$ cat src/rtl/ptr_feeder_pkg.sv
//------------------------------------------------------------------------------
// Module   : ptr_feeder_pkg
// Brief    : Shared constants, FSM state codes and status packing for ptr_feeder.
// Revision : 1.0 - initial release
//------------------------------------------------------------------------------
`default_nettype none

package ptr_feeder_pkg;

  localparam logic [1:0] c_addr_data   = 2'd0;
  localparam logic [1:0] c_addr_ctrl   = 2'd1;
  localparam logic [1:0] c_addr_delay  = 2'd2;
  localparam logic [1:0] c_addr_status = 2'd3;

  localparam int c_ctrl_run   = 0;
  localparam int c_ctrl_flush = 1;
  localparam int c_ctrl_clr   = 2;

  localparam int c_st_empty    = 5;
  localparam int c_st_full     = 6;
  localparam int c_st_ovf      = 7;
  localparam int c_st_undr     = 8;
  localparam int c_st_irq      = 9;
  localparam int c_st_state_lo = 10;

  localparam int c_fifo_depth    = 16;
  localparam int c_ptr_w         = 4;
  localparam int c_cnt_w         = 5;
  localparam int c_irq_low_water = 4;

  typedef enum logic [1:0] {
    ST_IDLE   = 2'd0,
    ST_PACE   = 2'd1,
    ST_ISSUE  = 2'd2,
    ST_STARVE = 2'd3
  } feeder_state_e;

  function automatic logic [31:0] pack_status(
    input logic [c_cnt_w-1:0] cnt,
    input logic               emp,
    input logic               ful,
    input logic               ovf,
    input logic               undr,
    input logic               irq_pend,
    input logic [1:0]         st
  );
    logic [31:0] s;
    s                     = '0;
    s[c_cnt_w-1:0]        = cnt;
    s[c_st_empty]         = emp;
    s[c_st_full]          = ful;
    s[c_st_ovf]           = ovf;
    s[c_st_undr]          = undr;
    s[c_st_irq]           = irq_pend;
    s[c_st_state_lo +: 3] = {1'b0, st};
    return s;
  endfunction

endpackage

`default_nettype wire

$ cat src/rtl/ptr_feeder_fifo.sv
//------------------------------------------------------------------------------
// Module   : ptr_feeder_fifo
// Brief    : 16 x 8-bit frame FIFO with flush; flush overrides push and pop.
// Revision : 1.0 - initial release
//------------------------------------------------------------------------------
`default_nettype none

module ptr_feeder_fifo
  import ptr_feeder_pkg::*;
(
  input  logic               clk,
  input  logic               reset,
  input  logic               push,
  input  logic [7:0]         push_data,
  input  logic               pop,
  input  logic               flush,
  output logic [7:0]         head,
  output logic [c_cnt_w-1:0] count,
  output logic               full,
  output logic               empty
);

  logic [7:0]         r_mem [c_fifo_depth];
  logic [c_ptr_w-1:0] r_wptr;
  logic [c_ptr_w-1:0] r_rptr;
  logic [c_cnt_w-1:0] r_count;
  logic               w_do_push;
  logic               w_do_pop;

  assign full  = (r_count == c_cnt_w'(c_fifo_depth));
  assign empty = (r_count == '0);
  assign count = r_count;
  assign head  = r_mem[r_rptr];

  // A push into a full FIFO is still taken when a pop frees a slot that cycle.
  assign w_do_pop  = pop && !empty && !flush;
  assign w_do_push = push && (!full || w_do_pop) && !flush;

  always_ff @(posedge clk) begin
    if (w_do_push) r_mem[r_wptr] <= push_data;
  end

  always_ff @(posedge clk or negedge reset) begin
    if (!reset) begin
      r_wptr  <= '0;
      r_rptr  <= '0;
      r_count <= '0;
    end else if (flush) begin
      r_wptr  <= '0;
      r_rptr  <= '0;
      r_count <= '0;
    end else begin
      if (w_do_push) r_wptr <= r_wptr + 1'b1;
      if (w_do_pop)  r_rptr <= r_rptr + 1'b1;
      case ({w_do_push, w_do_pop})
        2'b10:   r_count <= r_count + 1'b1;
        2'b01:   r_count <= r_count - 1'b1;
        default: r_count <= r_count;
      endcase
    end
  end

endmodule

`default_nettype wire

$ cat src/rtl/ptr_feeder.sv
//------------------------------------------------------------------------------
// Module   : ptr_feeder
// Brief    : Paced paper-tape frame feeder; optional low-water irq via
//            PTR_FEEDER_IRQ_EN.
// Revision : 1.0 - initial release
//------------------------------------------------------------------------------
`default_nettype none

module ptr_feeder
  import ptr_feeder_pkg::*;
(
  input  logic        clk,
  input  logic        reset,
  input  logic        h_write,
  input  logic        h_read,
  input  logic [1:0]  h_address,
  input  logic [31:0] h_writedata,
  output logic [31:0] h_readdata,
  input  logic        fe_req,
  output logic        fe_write,
  output logic [31:0] fe_writedata,
  output logic        irq
);

  feeder_state_e      r_state;
  feeder_state_e      w_state_nxt;
  logic [15:0]        r_pace;
  logic [15:0]        w_pace_nxt;
  logic               r_run;
  logic [15:0]        r_delay;
  logic               r_ovf;
  logic               r_undr;
  logic               r_req_prev;
  logic               r_fe_write;
  logic [31:0]        r_fe_writedata;
  logic [31:0]        r_readdata;
  logic [31:0]        w_readmux;

  logic               w_req_rise;
  logic               w_push;
  logic               w_pop;
  logic               w_issue;
  logic               w_set_undr;
  logic               w_flush;
  logic               w_clr;
  logic               w_drop;
  logic               w_irq;
  logic [7:0]         w_head;
  logic [c_cnt_w-1:0] w_count;
  logic               w_full;
  logic               w_empty;
  logic               w_unused_ok;

  assign w_unused_ok = ^h_writedata[31:16];

  assign w_req_rise = fe_req && !r_req_prev;
  assign w_push     = h_write && (h_address == c_addr_data);
  assign w_flush    = h_write && (h_address == c_addr_ctrl) && h_writedata[c_ctrl_flush];
  assign w_clr      = h_write && (h_address == c_addr_ctrl) && h_writedata[c_ctrl_clr];
  assign w_drop     = w_push && w_full && !w_pop;

  ptr_feeder_fifo u_fifo (
    .clk       (clk),
    .reset     (reset),
    .push      (w_push),
    .push_data (h_writedata[7:0]),
    .pop       (w_pop),
    .flush     (w_flush),
    .head      (w_head),
    .count     (w_count),
    .full      (w_full),
    .empty     (w_empty)
  );

  always_ff @(posedge clk or negedge reset) begin
    if (!reset) begin
      r_state <= ST_IDLE;
      r_pace  <= '0;
    end else begin
      r_state <= w_state_nxt;
      r_pace  <= w_pace_nxt;
    end
  end

  always_comb begin
    w_state_nxt = r_state;
    w_pace_nxt  = r_pace;
    w_pop       = 1'b0;
    w_issue     = 1'b0;
    w_set_undr  = 1'b0;
    if (!r_run) begin
      w_state_nxt = ST_IDLE;
    end else begin
      case (r_state)
        ST_IDLE: begin
          if (w_req_rise) begin
            w_state_nxt = ST_PACE;
            w_pace_nxt  = r_delay;
          end
        end
        ST_PACE: begin
          if (r_pace == '0) begin
            if (!w_empty) begin
              w_state_nxt = ST_ISSUE;
            end else begin
              w_state_nxt = ST_STARVE;
              w_set_undr  = 1'b1;
            end
          end else begin
            w_pace_nxt = r_pace - 1'b1;
          end
        end
        // A flush landing here aborts the frame without a strobe.
        ST_ISSUE: begin
          w_state_nxt = ST_IDLE;
          if (!w_flush && !w_empty) begin
            w_pop   = 1'b1;
            w_issue = 1'b1;
          end
        end
        ST_STARVE: begin
          if (!w_empty) w_state_nxt = ST_ISSUE;
        end
        default: w_state_nxt = ST_IDLE;
      endcase
    end
  end

`ifdef PTR_FEEDER_IRQ_EN
  logic r_irq;
  always_ff @(posedge clk or negedge reset) begin
    if (!reset) r_irq <= 1'b0;
    else        r_irq <= r_run && (w_count <= c_cnt_w'(c_irq_low_water));
  end
  assign w_irq = r_irq;
`else
  assign w_irq = 1'b0;
`endif

  always_comb begin
    w_readmux = '0;
    case (h_address)
      c_addr_ctrl:   w_readmux[c_ctrl_run] = r_run;
      c_addr_delay:  w_readmux[15:0] = r_delay;
      c_addr_status: w_readmux = pack_status(w_count, w_empty, w_full, r_ovf, r_undr,
                                             w_irq, r_state);
      default:       w_readmux = '0;
    endcase
  end

  always_ff @(posedge clk or negedge reset) begin
    if (!reset) begin
      r_run          <= 1'b0;
      r_delay        <= '0;
      r_ovf          <= 1'b0;
      r_undr         <= 1'b0;
      r_req_prev     <= 1'b0;
      r_fe_write     <= 1'b0;
      r_fe_writedata <= '0;
      r_readdata     <= '0;
    end else begin
      r_req_prev <= fe_req;
      r_fe_write <= w_issue;
      if (w_issue) r_fe_writedata <= {24'b0, w_head};
      if (h_write && (h_address == c_addr_ctrl))  r_run   <= h_writedata[c_ctrl_run];
      if (h_write && (h_address == c_addr_delay)) r_delay <= h_writedata[15:0];
      if (w_flush || w_clr)  r_ovf <= 1'b0;
      else if (w_drop)       r_ovf <= 1'b1;
      if (w_flush || w_clr)  r_undr <= 1'b0;
      else if (w_set_undr)   r_undr <= 1'b1;
      if (h_read) r_readdata <= w_readmux;
    end
  end

  assign h_readdata   = r_readdata;
  assign fe_write     = r_fe_write;
  assign fe_writedata = r_fe_writedata;
  assign irq          = w_irq;

endmodule

`default_nettype wire

$ cat config.mk
export PLATFORM = sky130hd
export DESIGN_NAME = ptr_feeder
export DESIGN_NICKNAME = d
export VERILOG_FILES = /design/src/rtl/ptr_feeder_pkg.sv /design/src/rtl/ptr_feeder_fifo.sv /design/src/rtl/ptr_feeder.sv
export SDC_FILE = /design/constraint.sdc
export NUM_CORES = 1
export LEC_CHECK = 0
export ABC_AREA = 1
export CORE_MARGIN = 8
export CORE_UTILIZATION = 48
export DETAILED_ROUTE_END_ITERATION = 6
export PLACE_DENSITY = 0.69
export SLEW_MARGIN = 20
export SYNTH_ARGS = -nofsm -noshare
export SYNTH_HDL_FRONTEND = slang
export SYNTH_SLANG_ARGS = --single-unit
$ cat constraint.sdc
create_clock -name clk -period 4.8 [get_ports clk]
set_input_delay 0.72 -clock clk [delete_from_list [all_inputs] [get_ports clk]]
set_output_delay 0.72 -clock clk [all_outputs]
set_load 0.05 [all_outputs]
# --- After elaboration in Yosys (flattened, before gate mapping) ---
# Memory sizes are Yosys's and may differ from the RTL's. A register that Yosys moved wholly into a read port is not among the register bits.
# Cells that the tools add are included.
# W data, S select, Z words.
totals:
  reg_bits: 68
  ram_bits: 128
  in_bits: 39
  word_cells: 95
  n_memories: 1
classes:
  add_sub_neg: 5
  eq_ne: 14
  muxes: 30
  reduce_logical: 33
mem_list:
  columns: ["name", "words", "width", "read_ports", "rd_clocked_by_memory_dff", "wr", "line", "rtl"]
  rows:
  - ["u_fifo.r_mem", 16, 8, 1, 1, 1, "ptr_feeder_fifo.sv:23", "logic [7:0] r_mem [c_fifo_depth];"]
op_table:
  columns: ["op", "n"]
  rows:
  - ["$mux W16", 2]
  - ["$pmux W16 S2", 1]
  - ["$pmux W15 S2", 1]
  - ["$logic_not A16 Y1", 1]
  - ["$mux W4", 4]
  - ["$sub A16 B1 Y16 const B", 1]
  - ["$mux W1", 14]
  - ["$logic_and A1 B1 Y1", 13]
  - ["$eq A2 B2 Y1 const B", 5]
  - ["$pmux W5 S2", 1]
  - ["$reduce_bool A2 Y1", 5]
  - ["$ne A3 B3 Y1 const B", 3]
  - ["$add A4 B1 Y4 const B", 2]
  - ["$mux W2", 4]
  - ["$pmux W2 S4", 1]
  - ["$eq A2 B1 Y1 const B", 3]
  - ["$logic_not A1 Y1", 6]
  - ["$add A5 B1 Y5 const B", 1]
  - ["$eq A5 B5 Y1 const B", 1]
  - ["$logic_not A5 Y1", 1]
  - ["$mux W5", 1]
  - ["$sub A5 B1 Y5 const B", 1]
  - ["$logic_not A2 Y1", 2]
  - ["$ne A2 B2 Y1 const B", 2]
  - ["other kinds (5)", 6]

# --- Longest topological paths before layout ---
logic_depth:
  depth_word: 16
  depth_mapped: 15

# --- By module ---
# From an unflattened synthesis, not the netlist that was laid out.
unflattened:
  cells_unflattened: 974
  hier_area_um2: 9547.9
by_module_without_submodules:
  columns: ["module", "n_inst", "cells_per_inst", "area_each_um2", "seq_area_each_um2"]
  rows:
  - ["ptr_feeder_fifo", 1, 524, 6023.3, 4169.0]
  - ["ptr_feeder", 1, 450, 3524.6, 1576.5]

# --- Worst setup path after synthesis ---
# OpenSTA, ideal clock, no wires.
synth_timing:
  path_kind: "input -> register"
  from: "input h_address[1]"
  to: "register u_fifo.r_count[4], in the netlist u_fifo.count[4]"
  setup_ps: 127
  t_arrival_ps: 2401
  required_time_ps: 4673
  path_slack_ps: 2272
  stages: 14
  path_cell_list: "inv_1 > nand4_2 > nand3_4 > nand2_4 > nand2_4 > buf_6 > ha_1 > xor2_1 > ha_1 > inv_1 > nand2_1 > nand3_1 > a21oi_1 > o21ai_0"
synth_between:
  elab_chain_len: 16
  elab_cells_between_ends: 20
  classes_between: "eq/ne: 3; mux: 5; reduce/logical: 12"
synth_lines:
  columns: ["item", "line", "rtl"]
  rows:
  - ["start, declared", "ptr_feeder.sv:16", "input logic [1:0] h_address,"]
  - ["$eq A2 B1 Y1", "ptr_feeder.sv:58", "assign w_flush = h_write && (h_address == c_addr_ctrl) && h_writedata[c_ctrl_flush];"]
  - ["$logic_and A1 B1 Y1 (2 in a row)", "ptr_feeder.sv:58", null]
  - ["$logic_not A1 Y1", "ptr_feeder_fifo.sv:36, ptr_feeder_fifo.sv:37, ptr_feeder.sv:116", null]
  - ["$logic_and A1 B1 Y1", "ptr_feeder.sv:116", "if (!w_flush && !w_empty) begin"]
  - ["$mux W1", "ptr_feeder.sv:116", null]
  - ["$mux W1", "ptr_feeder.sv:94", "case (r_state)"]
  - ["$mux W1", "ptr_feeder.sv:91", "if (!r_run) begin"]
  - ["$logic_and A1 B1 Y1 (2 in a row)", "ptr_feeder_fifo.sv:36", "assign w_do_pop = pop && !empty && !flush;"]
  - ["$logic_or A1 B1 Y1", "ptr_feeder_fifo.sv:37", "assign w_do_push = push && (!full || w_do_pop) && !flush;"]
  - ["$logic_and A1 B1 Y1 (2 in a row)", "ptr_feeder_fifo.sv:37", null]
  - ["$eq A2 B1 Y1 or $eq A2 B2 Y1 (tied branches)", "ptr_feeder_fifo.sv:55", "case ({w_do_push, w_do_pop})"]
  - ["$pmux W5 S2", "ptr_feeder_fifo.sv:55", null]
  - ["$mux W5", "ptr_feeder_fifo.sv:48", "end else if (flush) begin"]
  - ["end signal, assigned", "ptr_feeder_fifo.sv:56", "2'b10: r_count <= r_count + 1'b1;"]
  - ["end signal, assigned", "ptr_feeder_fifo.sv:57", "2'b01: r_count <= r_count - 1'b1;"]
  - ["end signal, assigned", "ptr_feeder_fifo.sv:58", "default: r_count <= r_count;"]
  - ["end, declared", "ptr_feeder_fifo.sv:26", "logic [c_cnt_w-1:0] r_count;"]
# Parallel ways exist; a longest one is shown, timed or not.
# A chain may end at the register's enable or synchronous reset.

# --- Final worst setup path ---
layout_timing:
  from: "input h_address[0]"
  to: "register u_fifo.r_count[4], in the netlist u_fifo.count[4]"
# Same word-level chain as after synthesis.

==> results.md <==
Pwr:
- Power spread over the standard cell area amounts to 507 nW/um2.
- Across the VDD grid, the largest voltage drop is 0.301 mV.
- In this run switching power makes up 36.3% of total power.
- Sequential cells burn 39.6% of the power.
- Cell internal power was estimated by the tool at 3.61 mW.
- The fraction of power consumed by the clock network is 30.3%.
- The leakage component of the power is 5.02 nW.
- The portion of total power attributed to combinational logic is 30.1%.
- In this run the power spent charging and discharging nets is 2.06 mW.

Global routing:
- Entering global routing, the biggest net connects 77 pins.
- The global routing stage identified its most utilized layer as met2.
- For this run, global-route usage on met1 was measured as 23.4%.
- The total grt overflow is 0.
- The global-route wire length before repair is 37.0 mm.
- The initial antenna violation count was 0.
- The via count of the first global-routing pass is 6911.
- Global routing used 17.9% of the available tracks across all layers.
- For met3 alone, demand over resource in global routing was 2.90%.
- Global routing used 30.1% of the available met2 tracks.

Logic synthesis:
- Yosys printed 0 warnings.
- The count of state elements after synthesis is 204.
- The synthesized area divided by synthesized cell count is 9.06 um2.
- For this run, the leading register cell type out of synthesis is sky130_fd_sc_hd__edfxtp_1.
- The netlist uses 39 different library cells.
- The synthesized design contains 128 enable-type register cells.
- The cell area after synthesis is 9860 um2.
- Counting flops with an async set or reset pin after synthesis yields a share of 37.3%.
- The number of instances in the synthesized netlist is 1088.
- Sequential cells were found to cover 58.3% of the synthesized design area.

Timing:
- The number of max-slew violations in the final report is 0.
- The final-report hold violation count is 0.
- The clock period minus worst slack is 3340 ps.
- Derived from the worst setup path, the maximum achievable clock frequency is 0.300 GHz.
- The worst hold slack is 90.3 ps.
- Setup repair after global routing left no endpoint under its margin.
- The setup violation total in the final timing report is 0.
- Headroom to the max-slew limit came out at 28.9%.
- After routing, the total negative slack on setup checks comes to 0 ps.
- The worst-margin pin slew is 1060 ps.
- The setup skew after layout is 16.5 ps.
- The ratio of final minimum period to clock period is 69.5%.

Clocking:
- The cell at the root of the clock tree is sky130_fd_sc_hd__clkbuf_16.
- The number of H-tree levels is 1.
- For the worst-skew pair, the clock arrives at the later sink with an insertion delay of 500 ps.
- The number of clock sinks is 204.
- The post-cts hold buffer count is 0.
- Clock-pin slew was measured on the worst setup and hold paths at 60 ps.
- Counting the buffers created by CTS gives 22.
- The clock passes through at most 3 buffers.
- After clock tree synthesis, the setup repair step added 0 buffers.
- The CTS tree is yes.
- The post-cts gate resize count is 0.

Route:
- For this block, the routed nets add up to 23.0 mm of wire.
- The first TritonRoute pass finished after 6 iterations.
- The count of nets left with antenna violations after detail routing is 0.
- The number of vias after detailed routing is 7140.
- The number of vias per cell after detailed routing is 5.05.
- The DRC marker count from the first detailed-route iteration is 412.
- The remaining design rule violation count is 0.
- Dividing the detail-routed wire length by the instance count gives 16.3 um.

Floorplanning:
- For this design the top-level I/O count stands at 105.
- Row generation in the floorplan step produced 52 rows.
- The die covers 25400 um2.
- In this run the horizontal extent of the chip is 159 um.
- The die extent in y is 159 um.
- The region available for standard cell placement spans 20200 um2.
- Once the floorplan was initialized, standard cells occupied 48.9% of the core.

Critical path:
- Grouping stages by cell kind, the critical path spends the most delay in simple AND/OR/NAND/NOR gates.
- Together, buffers and inverters on the worst path number 2.
- The critical path in this run is classified as in2reg.
- The worst setup path is launched from a primary input.
- Among all stages on the critical path, the largest delay is contributed by sky130_fd_sc_hd__clkdlybuf4s50_1.
- The signal on the critical path passes through clkdlybuf4s50_1 -> nand4_2 -> nand3_4 -> nand2_4 -> nand2_4 -> ha_1 -> xor2_1 -> ha_1 -> inv_1 -> nand2_1 -> nand3_1 -> a21oi_1 -> o21ai_0.
- The largest fanout on the critical path is 23.
- The critical path data required time is 5180 ps.
- The worst setup path is captured at a flop.
- In this design, the stage delay of the slowest critical-path cell is 630 ps.
- The data arrival time of the critical path is 3720 ps.

Cells and area:
- The most common cell after layout, fill and taps aside is sky130_fd_sc_hd__nand2_1.
- At the end of the flow, the number of nets in the layout was 1176.
- Counting the fill cells in the layout gives 1797.
- The footprint of the flip-flops and latches is 5750 um2.
- The post-route netlist has 7.52% of its cells at a drive strength greater than 1.
- The count of cells in the finished layout, fillers not included, comes to 1413.
- In the layout the commonest cells are 371 x sky130_fd_sc_hd__nand2_1, 128 x sky130_fd_sc_hd__edfxtp_1, 127 x sky130_fd_sc_hd__inv_1.
- The multi-input logic area is 3270 um2.
- The area growth from synthesis to layout is 13.4%.
- The number of antenna diodes is 0.
- The post-layout utilization of the core is 55.4%.

Place:
- Once detailed placement completed, the half-perimeter wirelength came to 14.9 mm.
- The final estimated routing congestion in global placement is 0.899.
- The post-placement cell count is 1372.
- The count of buffers added on input and output ports is 47.

Run status:
- The run finished with clean final reports.

Job:
- The max-cap violation count is 0.

Worst hold path:
- The tightest min-delay check is of the in2async type.
[synthesized netlist by cell type (3+ instances only)]
| cell | n | share of area, % |
|---|---|---|
| sky130_fd_sc_hd__nand2_1 | 371 | 14 |
| sky130_fd_sc_hd__inv_1 | 129 | 4.9 |
| sky130_fd_sc_hd__edfxtp_1 | 128 | 39 |
| sky130_fd_sc_hd__nand3_1 | 126 | 6.4 |
| sky130_fd_sc_hd__dfrtp_1 | 76 | 19 |
| sky130_fd_sc_hd__nor2_1 | 47 | 1.8 |
| sky130_fd_sc_hd__buf_4 | 46 | 3.5 |
| sky130_fd_sc_hd__o21ai_0 | 27 | 1.4 |
| sky130_fd_sc_hd__buf_2 | 22 | 1.1 |
| sky130_fd_sc_hd__nor3_1 | 18 | 0.91 |
| sky130_fd_sc_hd__a31oi_1 | 12 | 0.76 |
| sky130_fd_sc_hd__a21oi_1 | 10 | 0.51 |
| sky130_fd_sc_hd__clkbuf_1 | 10 | 0.38 |
| sky130_fd_sc_hd__ha_1 | 10 | 1.3 |
| sky130_fd_sc_hd__mux2_2 | 9 | 1.0 |
| sky130_fd_sc_hd__o21ai_1 | 6 | 0.30 |
| sky130_fd_sc_hd__xor2_1 | 5 | 0.44 |
| sky130_fd_sc_hd__buf_6 | 3 | 0.34 |
| sky130_fd_sc_hd__inv_2 | 3 | 0.11 |
| sky130_fd_sc_hd__nand2_2 | 3 | 0.19 |
| sky130_fd_sc_hd__nand4_1 | 3 | 0.19 |
[layer usage]
metal  part of all wire, %  up-vias
met5                     0        -
met4                   2.3        0
met1                    43     3372
li1                      -     3498
met2                    48      238
met3                   6.9       32
[flip-flops by register name, summed over array words and instances, names as in the netlist]
signal,count
u_fifo.r_mem,128
r_delay,16
r_pace,16
h_readdata,16
r_run,1
r_ovf,1
r_req_prev,1
fe_writedata,8
fe_write,1
r_state,2
u_fifo.r_wptr,4
u_fifo.r_rptr,4
r_undr,1
u_fifo.count,5
[power by group through the flow]
stage               clock network [mW]  logic, mW  registers (mW)
floorplan                            0       1.13            2.38
global placement                     0       1.66            2.27
detailed placement                   0       1.68            2.27
CTS                               1.75       1.69            2.24
global route                      1.82       1.91            2.27
finish                            1.72       1.70            2.24
[final cells by class]
type | instances | area share (%)
multi-input combinational | 706 | 29.2
tap | 270 | 3.02
inverter | 135 | 4.57
sequential | 204 | 51.4
clock inverter | 11 | 0.896
timing repair buffer | 58 | 5.06
clock buffer | 29 | 5.81
[final timing paths]
check                                             from                           to  slack (ps)  depth (start not counted)
max in group asynchronous                        reset        r_pace[6]$_DFFE_PN0P_        4130                          2
hold / removal                                   reset  u_fifo.count[2]$_DFFE_PN0P_          90                          1
setup reg to reg           u_fifo.count[0]$_DFFE_PN0P_  u_fifo.count[4]$_DFFE_PN0P_        1970                         13
min in group clk           fe_writedata[6]$_DFFE_PN0N_  fe_writedata[6]$_DFFE_PN0N_         480                          2
hold reg to reg            fe_writedata[6]$_DFFE_PN0N_  fe_writedata[6]$_DFFE_PN0N_         480                          2
setup / recovery                          h_address[0]  u_fifo.count[4]$_DFFE_PN0P_        1460                         13
[stage by stage]
step	total power [mW]	setup WS (ps)	instance area (um2)
after floorplan	3.50	2270	10000
after global placement	3.93	1130	10400
after detailed placement	3.95	1020	10400
after CTS	5.68	1520	11100
after global routing	5.99	1150	11200
final	5.67	1460	11200
[kinds of logic (layout without fill, tap and decap cells)]
group,after synthesis,count (layout),share of synthesized area (%)
AND/OR/NAND/NOR,580,580,24.9
XOR/XNOR,7,7,0.622
AO/OA/AOI/OAI,59,59,3.24
other,1,41,0.0380
flip-flops,204,204,58.3
multiplexers,9,9,1.03
buffers and inverters,218,233,10.6
adder cells (fa/ha/maj),10,10,1.27
[worst register-to-register path, stage by stage (launching register included)]
cell	delay (ps)
sky130_fd_sc_hd__dfrtp_1	450
sky130_fd_sc_hd__nor2_1	190
sky130_fd_sc_hd__nand4_2	230
sky130_fd_sc_hd__nand3_4	240
sky130_fd_sc_hd__nand2_4	90
sky130_fd_sc_hd__nand2_4	270
sky130_fd_sc_hd__ha_1	340
sky130_fd_sc_hd__xor2_1	240
sky130_fd_sc_hd__ha_1	190
sky130_fd_sc_hd__inv_1	40
sky130_fd_sc_hd__nand2_1	100
sky130_fd_sc_hd__nand3_1	100
sky130_fd_sc_hd__a21oi_1	150
sky130_fd_sc_hd__o21ai_0	90
No activity file was read; power rests on OpenSTA's default activity.
